## src/rtl/jtag_pkg.sv

```systemverilog
// Shared JTAG definitions: TAP state encodings, scan-driver command codes
// and FSM states, instruction codes, and preamble TMS tables.
package jtag_pkg;

    typedef enum logic [3:0] {
        TEST_LOGIC_RESET = 4'h0,
        SELECT_DR        = 4'h1,
        CAPTURE_DR       = 4'h2,
        SHIFT_DR         = 4'h3,
        EXIT1_DR         = 4'h4,
        PAUSE_DR         = 4'h5,
        EXIT2_DR         = 4'h6,
        UPDATE_DR        = 4'h7,
        SELECT_IR        = 4'h8,
        CAPTURE_IR       = 4'h9,
        SHIFT_IR         = 4'ha,
        EXIT1_IR         = 4'hb,
        PAUSE_IR         = 4'hc,
        EXIT2_IR         = 4'hd,
        UPDATE_IR        = 4'he,
        RUN_TEST_IDLE    = 4'hf
    } tap_state_e;

    typedef enum logic [1:0] {
        CMD_RESET = 2'b00,
        CMD_IR    = 2'b01,
        CMD_DR    = 2'b10,
        CMD_IDLE  = 2'b11
    } cmd_type_e;

    typedef enum logic [2:0] {
        S_IDLE, S_PREAMBLE, S_SHIFT, S_POSTAMBLE, S_DONE
    } drv_state_e;

    localparam logic [3:0] BYPASS = 4'b0000;
    localparam logic [3:0] IDCODE = 4'b1000;

    // Index of the last preamble TCK; RESET's whole sequence lives in the preamble.
    function automatic logic [2:0] pre_last(cmd_type_e t);
        case (t)
            CMD_RESET: return 3'd5;
            CMD_IR:    return 3'd3;
            CMD_DR:    return 3'd2;
            default:   return 3'd0;
        endcase
    endfunction

    function automatic logic pre_tms(cmd_type_e t, logic [2:0] i);
        case (t)
            CMD_RESET: return i != 3'd5;
            CMD_IR:    return i < 3'd2;
            CMD_DR:    return i == 3'd0;
            default:   return 1'b0;
        endcase
    endfunction

endpackage

```

## src/rtl/jtag_tck_gen.sv

```systemverilog
// TCK divider: DIV clocks low then DIV clocks high while run is held;
// rise/fall strobe on the clock cycle whose edge flips TCK.
module jtag_tck_gen #(
    parameter int DIV = 2
) (
    input  logic clk,
    input  logic rst_n,
    input  logic run,
    output logic tck,
    output logic rise,
    output logic fall
);
    localparam int CW = (DIV > 1) ? $clog2(DIV) : 1;

    logic [CW-1:0] div_cnt;
    logic          wrap;

    assign wrap = run && (div_cnt == CW'(DIV - 1));
    assign rise = wrap && !tck;
    assign fall = wrap && tck;

    always_ff @(posedge clk) begin
        if (!rst_n || !run) begin
            div_cnt <= '0;
            tck     <= 1'b0;
        end else if (wrap) begin
            div_cnt <= '0;
            tck     <= ~tck;
        end else begin
            div_cnt <= div_cnt + 1'b1;
        end
    end

endmodule

```

## src/rtl/jtag_scan_driver.sv

```systemverilog
// Host-side JTAG master: turns RESET / IR / DR / idle-clock commands into
// TCK/TMS/TDI sequences and returns captured TDO on a one-cycle strobe.
module jtag_scan_driver
    import jtag_pkg::*;
#(
    parameter int DIV     = 2,
    parameter int MAX_LEN = 32,
    parameter int LEN_W   = $clog2(MAX_LEN)
) (
    input  logic               CLK,
    input  logic               RST_N,
    input  logic               CMD_VALID,
    output logic               CMD_READY,
    input  logic [1:0]         CMD_TYPE,
    input  logic [LEN_W-1:0]   CMD_LEN,
    input  logic [MAX_LEN-1:0] CMD_DATA,
    output logic               RSP_VALID,
    output logic [MAX_LEN-1:0] RSP_DATA,
    output logic               RSP_ERR,
    output logic               SYNCED,
    output logic               TCK,
    output logic               TMS,
    output logic               TDI,
    input  logic               TDO
);
    typedef logic [LEN_W:0] cnt_t;

    drv_state_e         state, state_n;
    cnt_t               cnt, cnt_n;
    cmd_type_e          ctype, t_sel;
    logic [LEN_W-1:0]   clen, l_sel;
    logic [MAX_LEN-1:0] cdata, d_sel, cap;
    logic               accept, run, rise, fall, finish, step;
    logic               tms_n, tdi_n, active_n;

    assign CMD_READY = (state == S_IDLE);
    assign accept    = CMD_VALID && CMD_READY;
    assign run       = state inside {S_PREAMBLE, S_SHIFT, S_POSTAMBLE};
    assign step      = accept || fall;
    assign active_n  = state_n inside {S_PREAMBLE, S_SHIFT, S_POSTAMBLE};

    // On the accept cycle the sequencer looks at the incoming command directly.
    assign t_sel = accept ? cmd_type_e'(CMD_TYPE) : ctype;
    assign l_sel = accept ? CMD_LEN : clen;
    assign d_sel = accept ? CMD_DATA : cdata;

    jtag_tck_gen #(.DIV(DIV)) u_tck (
        .clk   (CLK),
        .rst_n (RST_N),
        .run   (run),
        .tck   (TCK),
        .rise  (rise),
        .fall  (fall)
    );

    always_ff @(posedge CLK) begin
        if (!RST_N) begin
            state <= S_IDLE;
            cnt   <= '0;
        end else begin
            state <= state_n;
            cnt   <= cnt_n;
        end
    end

    always_comb begin
        state_n = state;
        cnt_n   = cnt;
        finish  = 1'b0;
        case (state)
            S_IDLE: if (accept) begin
                cnt_n = '0;
                if (t_sel inside {CMD_IR, CMD_DR} && !SYNCED) state_n = S_DONE;
                else if (t_sel == CMD_IDLE)                    state_n = S_SHIFT;
                else                                           state_n = S_PREAMBLE;
            end
            S_PREAMBLE: if (fall) begin
                if (cnt == cnt_t'(pre_last(ctype))) begin
                    if (ctype == CMD_RESET) finish = 1'b1;
                    else begin
                        state_n = S_SHIFT;
                        cnt_n   = '0;
                    end
                end else cnt_n = cnt + 1'b1;
            end
            S_SHIFT: if (fall) begin
                if (cnt == cnt_t'(clen)) begin
                    if (ctype == CMD_IDLE) finish = 1'b1;
                    else begin
                        state_n = S_POSTAMBLE;
                        cnt_n   = '0;
                    end
                end else cnt_n = cnt + 1'b1;
            end
            S_POSTAMBLE: if (fall) begin
                if (cnt == cnt_t'(1)) finish = 1'b1;
                else                  cnt_n  = cnt + 1'b1;
            end
            S_DONE:  finish = 1'b1;
            default: state_n = S_IDLE;
        endcase
        if (finish) state_n = S_IDLE;
    end

    // TMS/TDI for the TCK that the next state/count position describes.
    always_comb begin
        tms_n = TMS;
        tdi_n = 1'b0;
        case (state_n)
            S_PREAMBLE:  tms_n = pre_tms(t_sel, cnt_n[2:0]);
            S_SHIFT: begin
                tms_n = (t_sel != CMD_IDLE) && (cnt_n == cnt_t'(l_sel));
                tdi_n = (t_sel != CMD_IDLE) && d_sel[cnt_n[LEN_W-1:0]];
            end
            S_POSTAMBLE: tms_n = (cnt_n == '0);
            default:     tms_n = TMS;
        endcase
    end

    always_ff @(posedge CLK) begin
        if (!RST_N) begin
            ctype     <= CMD_RESET;
            clen      <= '0;
            cdata     <= '0;
            cap       <= '0;
            RSP_VALID <= 1'b0;
            RSP_DATA  <= '0;
            RSP_ERR   <= 1'b0;
            SYNCED    <= 1'b0;
            TMS       <= 1'b1;
            TDI       <= 1'b0;
        end else begin
            RSP_VALID <= finish;
            if (accept) begin
                ctype <= t_sel;
                clen  <= CMD_LEN;
                cdata <= CMD_DATA;
                cap   <= '0;
            end
            if (rise && state == S_SHIFT && ctype != CMD_IDLE)
                cap[cnt[LEN_W-1:0]] <= TDO;
            if (step && active_n) begin
                TMS <= tms_n;
                TDI <= tdi_n;
            end
            if (finish) begin
                RSP_ERR  <= (state == S_DONE);
                RSP_DATA <= (ctype inside {CMD_IR, CMD_DR} && state != S_DONE) ? cap : '0;
                if (ctype == CMD_RESET) SYNCED <= 1'b1;
            end
        end
    end

endmodule

```

## config.mk

```make
export PLATFORM = sky130hd
export DESIGN_NAME = jtag_scan_driver
export DESIGN_NICKNAME = d
export VERILOG_FILES = /design/src/rtl/jtag_pkg.sv /design/src/rtl/jtag_tck_gen.sv /design/src/rtl/jtag_scan_driver.sv
export SDC_FILE = /design/constraint.sdc
export NUM_CORES = 1
export LEC_CHECK = 0
export CAP_MARGIN = 15
export CORE_ASPECT_RATIO = 0.8
export CORE_MARGIN = 2
export CORE_UTILIZATION = 50
export CTS_BUF_LIST = sky130_fd_sc_hd__clkbuf_4
export CTS_CLUSTER_SIZE = 28
export DETAILED_ROUTE_END_ITERATION = 7
export HOLD_SLACK_MARGIN = 0.05
export PLACE_DENSITY_LB_ADDON = 0.1
export SKIP_LAST_GASP = 1
export SLEW_MARGIN = 10
export SYNTH_ARGS = -nofsm -noshare
export SYNTH_HDL_FRONTEND = slang
export SYNTH_SLANG_ARGS = --single-unit
```

## constraint.sdc

```tcl
create_clock -name CLK -period 6.1 [get_ports CLK]
set_input_delay 1.22 -clock CLK [delete_from_list [all_inputs] [get_ports CLK]]
set_output_delay 1.22 -clock CLK [all_outputs]
set_load 0.01 [all_outputs]
```

Word level (Yosys, flattened, before mapping):

Index checks and enable logic that the tools add are counted.

* mux-type cells: 48
* $lt $le $gt $ge: 4
* bitwise logic cells: 1
* $add $sub $neg: 2
* equal/unequal tests: 21
* reductions and logical operators: 31

Operators by type and width (count)
* 32-bit two-way mux: 5
* 6-bit two-way mux: 9
* 3-bit two-way mux: 11
* 32-bit bitwise mux: 1
* 6-bit one-hot mux with 4 select lines: 1
* 3-bit by 2-bit == test with 1-bit output (second input constant): 4
* 6-bit by 5-bit == test with 1-bit output: 2
* 1-bit logical AND: 12
* 5-bit by 6-bit < comparator with 1-bit output (second input constant): 2
* 3-bit one-hot mux with 4 select lines: 1
* 1-bit two-way mux: 11
* 3-bit one-hot mux with 3 select lines: 1
* 2-bit == test (second input constant): 4
* 6-bit by 1-bit adder with 6-bit output (second input constant): 1
* 3-bit by 1-bit == test with 1-bit output (second input constant): 2
* 6-bit by 1-bit == test with 1-bit output (second input constant): 1
* 6-bit by 3-bit == test with 1-bit output: 1
* 3-bit logical NOT: 2
* 6-bit logical NOT: 1
* 3-bit != test (second input constant): 2
* 1-bit one-hot mux with 3 select lines: 2
* 3-bit nonzero test: 2
* 1-bit binary-select mux with 5-bit select: 1
* 1-bit demux with 5-bit select: 1
* 16 further kinds: 27

* input port bits: 43
* register bits after elaboration: 119
* output and inout port bits: 39
* logic and storage cells: 121

Depth between registers and ports, before layout:

* depth after elaboration: 15
* gate-level depth with buffers: 18
* gate-level depth less buffers: 14

Hierarchy:

A second synthesis with hierarchy kept.

* cells, all modules: 717
* area total of the unflattened synthesis: 6100.9 um2

By module, submodules not included
* jtag_scan_driver: instances 1, area each 6025.8 um2, cells an instance 708, seq. area each 2342.2 um2
* jtag_tck_gen: instances 1, area each 75.1 um2, cells an instance 9, seq. area each 40.0 um2

Least setup slack after synthesis:

No wires, ideal clock.

* kind: input-to-reg
* from: input port CMD_VALID
* to: register TMS
* path slack: 1.876 ns
* buffers on the path: 3
* library setup time: 0.077 ns
* data arrival time: 4.147 ns
* stages on the path: 16
* required time: 6.023 ns
* path through: and2_1 > buf_2 > clkbuf_1 > clkbuf_1 > nor2_1 > a21oi_1 > inv_1 > ha_1 > nor2_1 > nor3_1 > a221oi_1 > and3_1 > nand3b_1 > or4_1 > a21o_1 > a41oi_2

* longest elaborated chain between the ends: 13
* elaborated cells on any way between the ends: 32
* those cells by class: order compare: 1; eq/ne: 9; mux: 11; reduce/logical: 11

Ends and longest elaborated chain
* start, declared: RTL line jtag_scan_driver.sv:12 `input logic CMD_VALID,`
* 1-bit logical AND (*): RTL line jtag_scan_driver.sv:37 `assign accept = CMD_VALID && CMD_READY;`
* 2-bit two-way mux (*): RTL line jtag_scan_driver.sv:43 `assign t_sel = accept ? cmd_type_e'(CMD_TYPE) : ctype;`
* net t_sel[1]: RTL line jtag_scan_driver.sv:30 `cmd_type_e ctype, t_sel;`
* 2-bit by 1-bit == test with 1-bit output or 2-bit == test (tied branches): RTL line jtag_pkg.sv:49, jtag_scan_driver.sv:73
* 2-bit nonzero test: RTL line jtag_scan_driver.sv:73 `if (t_sel inside {CMD_IR, CMD_DR} && !SYNCED) state_n = S_DONE;`
* 1-bit logical AND: RTL line jtag_scan_driver.sv:73
* 3-bit two-way mux: RTL line jtag_scan_driver.sv:73
* 3-bit two-way mux: RTL line jtag_scan_driver.sv:71 `S_IDLE: if (accept) begin`
* 3-bit one-hot mux with 4 select lines: RTL line jtag_scan_driver.sv:70 `case (state)`
* 3-bit two-way mux: RTL line jtag_scan_driver.sv:102 `if (finish) state_n = S_IDLE;`
* 3-bit by 1-bit == test with 1-bit output or 3-bit by 2-bit == test with 1-bit output (tied branches): RTL line jtag_scan_driver.sv:40, jtag_scan_driver.sv:109
* 3-bit nonzero test (no source line)
* 1-bit logical AND: RTL line jtag_scan_driver.sv:142 `if (step && active_n) begin`
* 2-bit AND reduction (no source line)
* end signal, assigned: RTL line jtag_scan_driver.sv:143 `TMS <= tms_n;`
* end, declared: RTL line jtag_scan_driver.sv:22 `output logic TMS,`

The timed path passes the listed nets; every way through them passes the cells marked *.
A chain may end at the register's enable or synchronous reset.

Final worst setup path:

* from: register cnt[0]
* to: register TDI

* longest elaborated chain between the ends: 8
* elaborated cells on any way between the ends: 36
* those cells by class: add/sub: 1; eq/ne: 6; mux: 26; reduce/logical: 3

Ends and longest elaborated chain
* start, declared: RTL line jtag_scan_driver.sv:29 `cnt_t cnt, cnt_n;`
* start signal, assigned: RTL line jtag_scan_driver.sv:62 `cnt <= cnt_n;`
* 6-bit by 1-bit adder with 6-bit output, or another cell as far along: RTL line jtag_scan_driver.sv:84, jtag_scan_driver.sv:93, jtag_scan_driver.sv:97
* 6-bit two-way mux, or another cell as far along: RTL line jtag_scan_driver.sv:96 `if (cnt == cnt_t'(1)) finish = 1'b1;`
* 6-bit two-way mux, or another cell as far along: RTL line jtag_scan_driver.sv:95 `S_POSTAMBLE: if (fall) begin`
* 6-bit one-hot mux with 4 select lines, or another cell as far along: RTL line jtag_scan_driver.sv:70
* 1-bit binary-select mux with 5-bit select or 3-bit two-way mux (tied branches): RTL line jtag_scan_driver.sv:113, jtag_scan_driver.sv:102
* 1-bit two-way mux (not written as such), or another cell as far along: RTL line jtag_scan_driver.sv:113 `tdi_n = (t_sel != CMD_IDLE) && d_sel[cnt_n[LEN_W-1:0]];`
* 1-bit logical AND or 3-bit nonzero test (tied branches)
* 1-bit two-way mux or 1-bit logical AND (tied branches): RTL line jtag_scan_driver.sv:109, jtag_scan_driver.sv:142
* end signal, assigned: RTL line jtag_scan_driver.sv:144 `TDI <= tdi_n;`
* end, declared: RTL line jtag_scan_driver.sv:23 `output logic TDI,`

Parallel ways exist; a longest one is shown, timed or not. The select of a mux whose other input is x is not followed.

==> impl_metrics.tcl <==
set metrics [dict create \
    status "finished, final reports clean" \
    endpoint "TDI" \
    route.detailed.drc 0 \
    final-hold-violation-count 0 \
    grt_pass1_vias 5139 \
    routabilityCongestion 0.913 \
    cp_max_fo 17 \
    layout_common_cells "dfxtp_1, nand2_1, clkdlybuf4s50_1" \
    drt-total-wl_um 16200 \
    cts_tree "built" \
    root_buffer "clkbuf_4" \
    nFillCells 1007 \
    crit_type "reg2reg" \
    fmax_mhz 237 \
    grt.overflow.total 0 \
    drv_cap 0 \
    cts_made_buffers 17 \
    core_area_um2 11600 \
    setup_tns_ns 0 \
    synthFlopType "dfxtp_1" \
    setup_viol 0 \
    synth_area_leader_cell "dfxtp_1" \
    drtAntennaViolNets 0 \
    dp_hpwl_um 11100 \
    syn_nets 777 \
    leakagePower_nw 2.36 \
    r2r_start "cnt[0]" \
    die_area_um2 12900 \
    synthCells 722 \
    via_per_inst 5.97 \
    clock_latency_ns 0.53 \
    synth-edff-count 0 \
    drive_gt1_share_pct 6.78 \
    yosysWarnings 0 \
    synth_cell_type_count 59 \
    tightest_slew_ns 1.00 \
    postCtsHoldBufs 0 \
    min_period_over_period_pct 69.0 \
    min_period_ns 4.21 \
    startpoint_type "flop" \
    wire_per_inst_um 17.5 \
    final_common_cell "dfxtp_1" \
    r2r-end "TDI" \
    grt_pass1_wl_um 26900 \
    ff2ff_path_depth 9 \
    ys_ff_latch 119 \
    ir_drop_mv 0.138 \
    cts_resized 0 \
    antenna_found_initial 0 \
    worst_ep_arrival_time_ns 4.65 \
    start_util_pct 51.8 \
    grt_start_max_net_pins 76 \
    ys_top_cells_by_area "dfxtp_1, a21boi_0, nand2_1" \
    grt_setup_unrepaired "false" \
    skew_ns 0.0285 \
    die_x_um 127 \
    slew_headroom_pct 33.3 \
    worstPathRequired_ns 6.54 \
    row_count 35 \
    finalNetCount 825 \
    path_clk_slew_ns 0.11 \
    syn_area_per_cell_um2 8.32 \
    synth_top_area_share_pct 39.6 \
    synthToLayoutAreaGrowth_pct 18.3 \
    cts.sinks 119 \
    io_buffer_count 81 \
    ys_seq_area_share_pct 39.6 \
    ios 82 \
    die_h_um 102 \
    endpoint_kind "flop" \
    hp-class "reg2reg" \
    hold-worst-slack_ns 0.474 \
    drt_iter0_drc 498 \
    clockBufferDepth 2 \
    async_flop_share_pct 0 \
    final_max_slew_viol_count 0 \
    cts_max_level 4 \
    route.vias.total 5551 \
    grt_use_total_pct 25.9 \
    power_density_nw_per_um2 247 \
    cp-startpoint "cnt[0]" \
    dr.pass1.iters 5 \
    syn_area_um2 6010 \
    postCtsSetupBuffers 0 \
    worst-r2r-setup-slack_ns 1.89 \
    antenna_cells 0 \
]
cell usage after synthesis (5+ instances only):
cell type	count
dfxtp_1	119
nand2_1	105
a21boi_0	64
nand3_1	62
nor2b_1	45
clkbuf_1	42
a22oi_1	32
nor2_1	19
and2_1	16
inv_1	16
nor3_1	16
o211ai_1	15
a21oi_1	14
ha_1	12
o21ai_0	12
mux2i_1	9
a211oi_1	8
buf_1	8
and3_1	7
xnor2_1	7
buf_2	6
o311ai_0	6
nor3b_1	5
or3_1	5
or4_1	5
routing by layer:
layer	vias to the layer above	global-route usage (%)	wire, µm
met5	-	0	0
met4	0	6.68	150
met3	15	6.65	1070
met2	182	37.1	6860
met1	2666	38.6	8150
li1	2688	-	-
worst max-delay path, stage by stage, from the launching register on:
cell and delay [ns]:
dfxtp_1 0.78, xnor2_1 0.19, nand4_1 0.40, o311ai_0 0.70, a21boi_0 0.45, nor2_1 0.62
o21ai_0 0.17, o311ai_0 0.45, o211ai_1 0.13, o31ai_1 0.24
worst min path at each step:
| stage | from | to | slack, ns | cells past startpoint |
|---|---|---|---|---|
| 3_3_place_gp | u_tck.div_cnt | u_tck.div_cnt | 0.45 | 1 |
| 2_1_floorplan | u_tck.div_cnt | u_tck.div_cnt | 0.43 | 1 |
| 6_report | cdata[21] | cdata[21] | 0.47 | 2 |
| 3_5_place_dp | cdata[9] | cdata[9] | 0.45 | 2 |
| 5_1_grt | cdata[12] | cdata[12] | 0.49 | 2 |
| 4_1_cts | cdata[21] | cdata[21] | 0.48 | 2 |
metrics by stage:
step	setup WS, ns	instances	instance area, µm²	util [%]	total power [mW]
final	1.89	930	7110	61.3	1.76
after global routing	1.45	930	7110	61.3	1.85
after CTS	1.99	929	7090	61.1	1.76
after detailed placement	1.63	898	6810	58.7	1.20
after global placement	1.76	898	6810	58.7	1.20
after floorplan	1.88	722	6010	-	1.09
cells by family (layout without fill, tap and decap cells):
group	after synthesis	in the layout	synth area share (%)
buffers and inverters	74	134	4.93
and+or+nand+nor	302	302	25.2
muxes	9	9	1.50
AOI/OAI and AO/OA	195	195	24.6
xor gates and xnor gates	11	11	1.60
adders and majority gates	12	12	2.50
DFF	119	119	39.6
where the power goes:
group | switching, mW | internal (mW)
Sequential | 0.0328 | 0.815
Combinational | 0.211 | 0.135
Clock | 0.319 | 0.244
state kept, by name, summed over array words and instances, names as in the netlist:
| signal | count |
|---|---|
| RSP_ERR | 1 |
| cdata | 32 |
| RSP_VALID | 1 |
| ctype | 2 |
| TDI | 1 |
| SYNCED | 1 |
| cap | 32 |
| clen | 5 |
| cnt | 6 |
| RSP_DATA | 32 |
| u_tck.div_cnt | 1 |
| u_tck.tck | 1 |
| state | 3 |
| TMS | 1 |
final cells by class:
class | instances | area, µm² | share of cell area [%]
Clock buffer | 17 | 128 | 1.80
Tap cell | 148 | 185 | 2.60
Sequential cell | 119 | 2380 | 33.5
Clock inverter | 14 | 150 | 2.11
Multi-Input combinational cell | 529 | 3350 | 47.1
Timing Repair Buffer | 87 | 858 | 12.1
Inverter | 16 | 60.1 | 0.845
Note: power is estimated with default switching activity, not from simulation.
